## src/rtl/victory_pkg.sv

```systemverilog
// Shared types and default geometry for the end-of-game banner overlay.
package victory_pkg;

    typedef enum logic [1:0] {
        IDLE  = 2'd0,
        SLIDE = 2'd1,
        HOLD  = 2'd2
    } vstate_e;

    localparam int SPR_W_DEF      = 100;
    localparam int SPR_H_DEF      = 54;
    localparam int SCALE_DEF      = 2;
    localparam int POS_X_DEF      = 220;
    localparam int FINAL_Y_DEF    = 184;
    localparam int SLIDE_STEP_DEF = 4;

    localparam int COORD_W = 10;
    localparam int ADDR_W  = 19;

    localparam logic [23:0] KEY_COLOR = 24'h000000;

endpackage

```

## src/rtl/victory_addr_gen.sv

```systemverilog
// Combinational banner hit test and sprite RAM address for the current pixel.
module victory_addr_gen
    import victory_pkg::*;
#(
    parameter int SPR_W = SPR_W_DEF,
    parameter int SPR_H = SPR_H_DEF,
    parameter int SCALE = SCALE_DEF,
    parameter int POS_X = POS_X_DEF
) (
    input  logic [COORD_W-1:0] draw_x_i,
    input  logic [COORD_W-1:0] draw_y_i,
    input  logic [COORD_W-1:0] banner_y_i,
    output logic               in_box_o,
    output logic [ADDR_W-1:0]  addr_o
);

    localparam logic [COORD_W:0] X0   = (COORD_W+1)'(POS_X);
    localparam logic [COORD_W:0] XLIM = (COORD_W+1)'(SPR_W * SCALE);
    localparam logic [COORD_W:0] YLIM = (COORD_W+1)'(SPR_H * SCALE);

    logic [COORD_W:0]  dx, dy;
    logic [ADDR_W-1:0] row, col;

    // The extra top bit is the borrow: a pixel left of / above the banner
    // never aliases into the box.
    always_comb begin
        dx       = {1'b0, draw_x_i} - X0;
        dy       = {1'b0, draw_y_i} - {1'b0, banner_y_i};
        in_box_o = !dx[COORD_W] && !dy[COORD_W] && (dx < XLIM) && (dy < YLIM);
        row      = ADDR_W'(dy[COORD_W-1:0]) / ADDR_W'(SCALE);
        col      = ADDR_W'(dx[COORD_W-1:0]) / ADDR_W'(SCALE);
        addr_o   = in_box_o ? (row * ADDR_W'(SPR_W) + col) : '0;
    end

endmodule

```

## src/rtl/victory_overlay.sv

```systemverilog
// Victory banner: slides in from the top on game_over, then holds.
// Define VICTORY_OVERLAY_BLINK_EN to blink the held banner (32 frames on / 32 off).
module victory_overlay
    import victory_pkg::*;
#(
    parameter int SPR_W      = SPR_W_DEF,
    parameter int SPR_H      = SPR_H_DEF,
    parameter int SCALE      = SCALE_DEF,   // 1 or 2 only
    parameter int POS_X      = POS_X_DEF,
    parameter int FINAL_Y    = FINAL_Y_DEF,
    parameter int SLIDE_STEP = SLIDE_STEP_DEF
) (
    input  logic               Clk,
    input  logic               Reset_n,
    input  logic               frame_tick,
    input  logic               game_over,
    input  logic [COORD_W-1:0] DrawX,
    input  logic [COORD_W-1:0] DrawY,
    input  logic [23:0]        bg_rgb,
    input  logic [23:0]        data_Out_vict,
    output logic [ADDR_W-1:0]  read_address,
    output logic [23:0]        pixel_rgb,
    output logic               banner_active
);

    localparam logic [COORD_W:0] FINAL = (COORD_W+1)'(FINAL_Y);
    localparam logic [COORD_W:0] STEP  = (COORD_W+1)'(SLIDE_STEP);

    vstate_e            state_q, state_d;
    logic [COORD_W-1:0] y_q, y_d;
    logic [COORD_W:0]   y_step;
    logic               run_q;
    logic [23:0]        bg_q;
    logic               inbox_q, vis_q;
    logic               in_box, vis;

    victory_addr_gen #(
        .SPR_W (SPR_W),
        .SPR_H (SPR_H),
        .SCALE (SCALE),
        .POS_X (POS_X)
    ) u_addr (
        .draw_x_i   (DrawX),
        .draw_y_i   (DrawY),
        .banner_y_i (y_q),
        .in_box_o   (in_box),
        .addr_o     (read_address)
    );

    // Holds the FSM for one edge after reset release so the release is clean.
    always_ff @(posedge Clk or negedge Reset_n) begin
        if (!Reset_n) run_q <= 1'b0;
        else          run_q <= 1'b1;
    end

    always_ff @(posedge Clk or negedge Reset_n) begin
        if (!Reset_n) begin
            state_q <= IDLE;
            y_q     <= '0;
        end else begin
            state_q <= state_d;
            y_q     <= y_d;
        end
    end

    always_comb begin
        state_d = state_q;
        y_d     = y_q;
        y_step  = {1'b0, y_q} + STEP;
        if (run_q) begin
            case (state_q)
                IDLE: begin
                    if (game_over) begin
                        state_d = SLIDE;
                        y_d     = '0;
                    end
                end
                SLIDE: begin
                    if (!game_over) begin
                        state_d = IDLE;
                    end else if (frame_tick) begin
                        if (y_step >= FINAL) begin
                            y_d     = FINAL[COORD_W-1:0];
                            state_d = HOLD;
                        end else begin
                            y_d = y_step[COORD_W-1:0];
                        end
                    end
                end
                HOLD: begin
                    if (!game_over) state_d = IDLE;
                end
                default: state_d = IDLE;
            endcase
        end
    end

`ifdef VICTORY_OVERLAY_BLINK_EN
    logic [5:0] blink_q;

    always_ff @(posedge Clk or negedge Reset_n) begin
        if (!Reset_n)
            blink_q <= '0;
        else if (state_q == SLIDE && state_d == HOLD)
            blink_q <= '0;
        else if (state_q == HOLD && state_d == HOLD && frame_tick)
            blink_q <= blink_q + 6'd1;
    end

    always_comb vis = (state_q == SLIDE) || (state_q == HOLD && !blink_q[5]);
`else
    always_comb vis = (state_q != IDLE);
`endif

    // Stage 1 lines bg and flags up with the RAM read data.
    always_ff @(posedge Clk or negedge Reset_n) begin
        if (!Reset_n) begin
            bg_q    <= '0;
            inbox_q <= 1'b0;
            vis_q   <= 1'b0;
        end else begin
            bg_q    <= bg_rgb;
            inbox_q <= in_box;
            vis_q   <= vis;
        end
    end

    assign pixel_rgb     = (inbox_q && vis_q && data_Out_vict != KEY_COLOR) ? data_Out_vict : bg_q;
    assign banner_active = (state_q != IDLE);

endmodule

```

## config.mk

```make
export PLATFORM = sky130hd
export DESIGN_NAME = victory_overlay
export DESIGN_NICKNAME = d
export VERILOG_FILES = /design/src/rtl/victory_pkg.sv /design/src/rtl/victory_addr_gen.sv /design/src/rtl/victory_overlay.sv
export SDC_FILE = /design/constraint.sdc
export NUM_CORES = 1
export LEC_CHECK = 0
export ABC_AREA = 1
export BUFFER_PORTS_ARGS = -buffer_cell sky130_fd_sc_hd__buf_4
export CORE_ASPECT_RATIO = 1.5
export CORE_MARGIN = 1
export CORE_UTILIZATION = 43
export DETAILED_ROUTE_END_ITERATION = 10
export GPL_TIMING_DRIVEN = 1
export HOLD_SLACK_MARGIN = 0.06
export PLACE_DENSITY = 0.79
export RECOVER_POWER = 50
export SYNTH_ARGS = -nofsm -noshare
export SYNTH_HDL_FRONTEND = slang
export SYNTH_SLANG_ARGS = --single-unit
```

## constraint.sdc

```tcl
create_clock -name Clk -period 6.6 [get_ports Clk]
set_clock_uncertainty 0.1 [all_clocks]
set_input_delay 1.32 -clock Clk [delete_from_list [all_inputs] [get_ports Clk]]
set_output_delay 1.32 -clock Clk [all_outputs]
set_load 0.005 [all_outputs]
```

== After elaboration in Yosys (flattened, before gate mapping) ==
Cells that the tools add are included.

* Flip-flop bits (word level): 39
* Input bits: 72

* Add/subtract/negate cells: 4
* Multipliers: 1
* Magnitude comparators: 3
* Equality and inequality tests: 8
* Muxes and demuxes: 13
* Reduce and logical (&&, ||, !) cells: 13

{| class="wikitable"
|+ Operators by type and width
! cell !! number
|-
| 2-to-1 mux 10 bit || 4
|-
| 2-to-1 mux 24 bit || 1
|-
| nonzero test 24 bit || 1
|-
| one-hot mux 10 bit (2 select lines) || 1
|-
| adder 19 x 9 -> 19 bit || 1
|-
| 2-to-1 mux 19 bit || 1
|-
| multiplier 9 x 5 -> 14 bit, second input constant || 1
|-
| adder 10 x 3 -> 11 bit, second input constant || 1
|-
| >= comparator 11 x 8 -> 1 bit, second input constant || 1
|-
| less-than comparator 11 x 7 -> 1 bit, second input constant || 1
|-
| less-than comparator 11 x 8 -> 1 bit, second input constant || 1
|-
| subtractor 10 x 10 -> 11 bit || 1
|-
| subtractor 10 x 8 -> 11 bit, second input constant || 1
|-
| 2-to-1 mux 2 bit || 5
|-
| AND reduction 5 bit || 2
|-
| inequality test 2 bit, second input constant || 4
|-
| inequality test 3 bit, second input constant || 2
|-
| one-hot mux 2 bit (3 select lines) || 1
|-
| logical AND 1 bit || 5
|-
| nonzero test 2 bit || 2
|-
| == test 2 x 1 -> 1 bit, second input constant || 1
|-
| == test 2 bit, second input constant || 1
|-
| zero test 1 bit || 2
|-
| zero test 2 bit || 1
|}

== Longest topological paths before layout ==
* Depth in word-level cells: 6
* Depth in mapped cells: 26

== Cells and area by module ==
A second synthesis with hierarchy kept.

* Cells, all modules: 590
* Area total of the unflattened synthesis: 3915.0 um2

{| class="wikitable"
|+ By module, submodules not included
! module !! times used !! cells each !! area an instance (um2) !! sequential area each (um2)
|-
| victory_addr_gen || 1 || 380 || 2202.1 || 0.0
|-
| victory_overlay || 1 || 210 || 1712.9 || 925.9
|}

== Worst setup path after synthesis ==
Ideal clock, no wire load.

* Kind: in2out
* Start point: input DrawY[3]
* End point: output read_address[15]
* Data arrival time: 4.808 ns
* Data required time: 5.180 ns
* Path slack: 0.372 ns
* Stages on the path: 22
* Cells stage by stage: ha_1 -> a21oi_2 -> nand2_2 -> xnor2_4 -> ha_1 -> inv_1 -> ha_1 -> inv_1 -> fa_1 -> inv_1 -> ha_1 -> xnor2_1 -> ha_1 -> nand2_1 -> nor2_1 -> nand2_1 -> o211ai_1 -> nand3_1 -> nor2_1 -> nand3_1 -> nand2_1 -> nor2_1

* Longest elaborated chain between the ends: 6

{| class="wikitable"
|+ Ends and longest elaborated chain
! what !! RTL line !! source
|-
| start: declaration || victory_overlay.sv:18 || <nowiki>input logic [COORD_W-1:0] DrawY,</nowiki>
|-
| subtractor 10 x 10 -> 11 bit * || victory_addr_gen.sv:28 || <nowiki>dy = {1'b0, draw_y_i} - {1'b0, banner_y_i};</nowiki>
|-
| parallel branches: the longest is 4 deep, another holds adder 19 x 9 -> 19 bit || n/a ||
|-
| 2-to-1 mux 19 bit * || victory_addr_gen.sv:32 || <nowiki>addr_o = in_box_o ? (row * ADDR_W'(SPR_W) + col) : '0;</nowiki>
|-
| end: declaration || victory_overlay.sv:21 || <nowiki>output logic [ADDR_W-1:0] read_address,</nowiki>
|}

Every way passes the cells marked *.

== Final worst setup path ==
* Start point: input DrawY[3]
* End point: output read_address[16]

Same word-level chain as after synthesis.

==> key figures <==
Status
  – Outcome: finished with violations
  – Violated checks: max-capacitance violations, max-slew violations

Critical path
  – CP dominant cell by count: nand2_1
  – Max incr delay on CP: 0.54 ns
  – CP max-delay cell: fa_1
  – Crit path required time: 5.18 ns
  – Type of the worst setup path: input port to output pin
  – Critical path cell sequence: buf_4 -> ha_4 -> inv_1 -> o21bai_1 -> nand2_1 -> nand2_4 -> xor2_4 -> ha_1 -> ha_1 -> inv_1 -> fa_1 -> inv_1 -> ha_4 -> nand2_1 -> nor2_1 -> nand2_1 -> nand4_1 -> nand2_1 -> nor2_1 -> nand2_1 -> nor2_1 -> nand3_1 -> nor2_1 -> buf_4
  – Crit end category: output pin
  – Crit Path Max Fanout: 7
  – Critical path launch point type: input port
  – Worst EP arrival: 4.99 ns

Synth
  – Most area-consuming cells after synthesis: dfrtp_1 24%, ha_1 17%, nand2_1 14%
  – Cell taking the most area after synthesis: dfrtp_1
  – Mapped cell area: 0.00382 mm²
  – Post-Syn Area per Cell: 6.86 µm²
  – Post-synthesis sequential area ratio: 0.242
  – Synth unique cells: 35
  – YS warnings: 0
  – Synthesized flop and latch total: 37
  – Share of flip-flops with an asynchronous set or reset: 1.00
  – Synth Flop Type: dfrtp_1
  – Share of the synthesized area in the top cell type: 0.242
  – Post-Syn Instances: 557
  – Number of synthesized flops with an enable pin: 0

CTS
  – Worst skew pair latency: 0.28 ns
  – Clock Tree Buf Depth: 2
  – Clk Tree Root Cell: clkbuf_16
  – TritonCTS clock tree: yes
  – Clk sink count: 37
  – Hold_buf cts: 0
  – Reg clk slew, reported paths: 0.06 ns
  – Cts bufs inserted: 5
  – Htree depth: 2

Routing
  – WL final: between 9000 and 10000 µm
  – DR DRC count: 0
  – ANT nets after route: 0
  – Initial drt markers: 178
  – Drt first pass iters: 4
  – Wire length per cell: 12.0 µm
  – Vias per cell: ~5.0
  – Via count: approximately 3.9k

Final layout
  – Final Util: 0.610
  – Final Net Count: 813
  – Synth-to-Final Area Change: 35.9%
  – Layout cells sized above 1: 0.246
  – Antenna Cells: 0
  – # fillers: roughly 710

Timing
  – Setup TNS: 0 ns
  – RSZ-0062 raised after global routing: yes
  – Hold Vio Cnt, Final: 0
  – Period Utilization, post-route: 0.971
  – Final Max Slew Viols: 38
  – Final worst slack: 0.193 ns
  – Max-slew headroom: -0.268
  – Final period demand of the worst path: 6.41 ns
  – Setup-failing EPs final: 0
  – Highest clock rate: 156 MHz
  – Worst-Margin Slew: around 1.9 ns

Worst hold path
  – Worst Hold Class: flip-flop to flip-flop

Die
  – Core Region: 0.00852 mm²
  – Initial Utilization: 0.448
  – # rows: 41
  – Die Span Y: 117 µm
  – Ports: 116
  – Die area: 0.00927 mm²
  – Die W: ~79 µm

GRT
  – First-pass GRT wire length: about 16000 µm
  – Number of antenna violations at the first check in global routing: 0
  – Vias in the first global route: approximately 3.8k
  – Total grt overflow: 0
  – Overall Global Routing Usage: 0.207
  – Largest net degree at the start of global routing: 38

Job
  – Max-cap violations: 1

Placed design
  – Pre-CTS WS: -0.0294 ns
  – # port buffers: 111
  – Hpwl dp: about 7600 µm
  – Gpl congestion: between 0.8 and 0.9
==> cells in the final DEF (no fill, tap or decap), drive strengths merged <==
master,n
nor3,3
inv,114
o22ai,1
buf,99
xnor2,8
nor4,2
ha,53
nand3,35
o21ai,38
conb,5
bufinv,2
o21bai,2
xor2,16
a31oi,1
nand3b,3
a21oi,11
fa,5
clkbuf,30
nor2,55
nand2,146
dfrtp,37
a211oi,1
o211ai,1
nand4,14
a31o,2
==> Yosys cell counts (all sizes together), types with 3 or more instances <==
master and instances:
nand2 146, inv 113, nor2 55, ha 53, o21ai 38, dfrtp 37, nand3 35, xor2 16
nand4 14, a21oi 11, xnor2 8, buf 6, fa 5, nand3b 3, nor3 3
==> worst max-delay path: cells and delay by family <==
| family | cells | cell delay, ns |
|---|---|---|
| AND/OR/NAND/NOR | 12 | 1.21 |
| AO/OA/AOI/OAI | 1 | 0.14 |
| buffers and inverters | 5 | 0.45 |
| adder cells (fa/ha/maj) | 5 | 1.67 |
| XOR/XNOR | 1 | 0.19 |
==> state kept, by name (all words and copies together), names as in the netlist <==
name,cells
state_q,2
bg_q,24
vis_q,1
run_q,1
y_q,8
inbox_q,1
==> final timing paths <==
kind / start / end / slack (ns) / cells after the start
worst min-delay path: state_q[0] / state_q[0] / 0.42 / 2
worst min register to register: state_q[0] / state_q[0] / 0.42 / 2
min in group asynchronous: Reset_n / bg_q[21] / 1.46 / 1
max in group asynchronous: Reset_n / bg_q[16] / 3.84 / 1
worst max register to register: y_q[2] / inbox_q / 3.82 / 15
worst max-delay path: DrawY[3] / read_address[16] / 0.19 / 24
==> metal layers <==
metal | up-vias | share of wire | global-route usage
met5 | - | 0 | 0
met4 | 0 | 0.030 | 0.0920
met3 | 19 | 0.067 | 0.0272
met2 | 143 | 0.55 | 0.419
met1 | 1772 | 0.35 | 0.195
li1 | 1982 | - | -
==> through the flow <==
| stage | instance area (µm²) | std cells | hold WS (ns) |
|---|---|---|---|
| after floorplan | 3830 | 560 | 0.364 |
| after global placement | 4820 | 780 | 0.386 |
| after detailed placement | 4820 | 780 | 0.398 |
| after CTS | 5050 | 789 | 0.414 |
| after global routing | 5190 | 791 | 0.439 |
| final | 5190 | 791 | 0.419 |
==> kinds of logic after synthesis <==
| group | Yosys count | synth area share |
|---|---|---|
| other cells | 2 | 0.00197 |
| xor+xnor | 24 | 0.0600 |
| compound gates | 57 | 0.0819 |
| flops | 37 | 0.242 |
| fa+ha+maj | 58 | 0.200 |
| simple gates | 258 | 0.290 |
| buf+inv | 121 | 0.124 |
==> cell type report <==
class,instances,area (µm²),area share
Tap cell,107,134,0.0258
Clock inverter,3,68.8,0.0133
Multi-Input combinational cell,402,2590,0.498
Inverter,113,424,0.0817
Timing Repair Buffer,124,927,0.179
Sequential cell,37,926,0.178
Clock buffer,5,125,0.0241
==> repair_timing <==
| item | CTS | global route |
|---|---|---|
| resized for setup | 3 | 24 |
| endpoints found under the setup margin | 5 | 8 |
| buffers inserted | 1 | 2 |
| pin swaps | 4 | 10 |
Power is not shown: default switching activity piles up to over one toggle a cycle in this logic, so the estimate is an artifact.
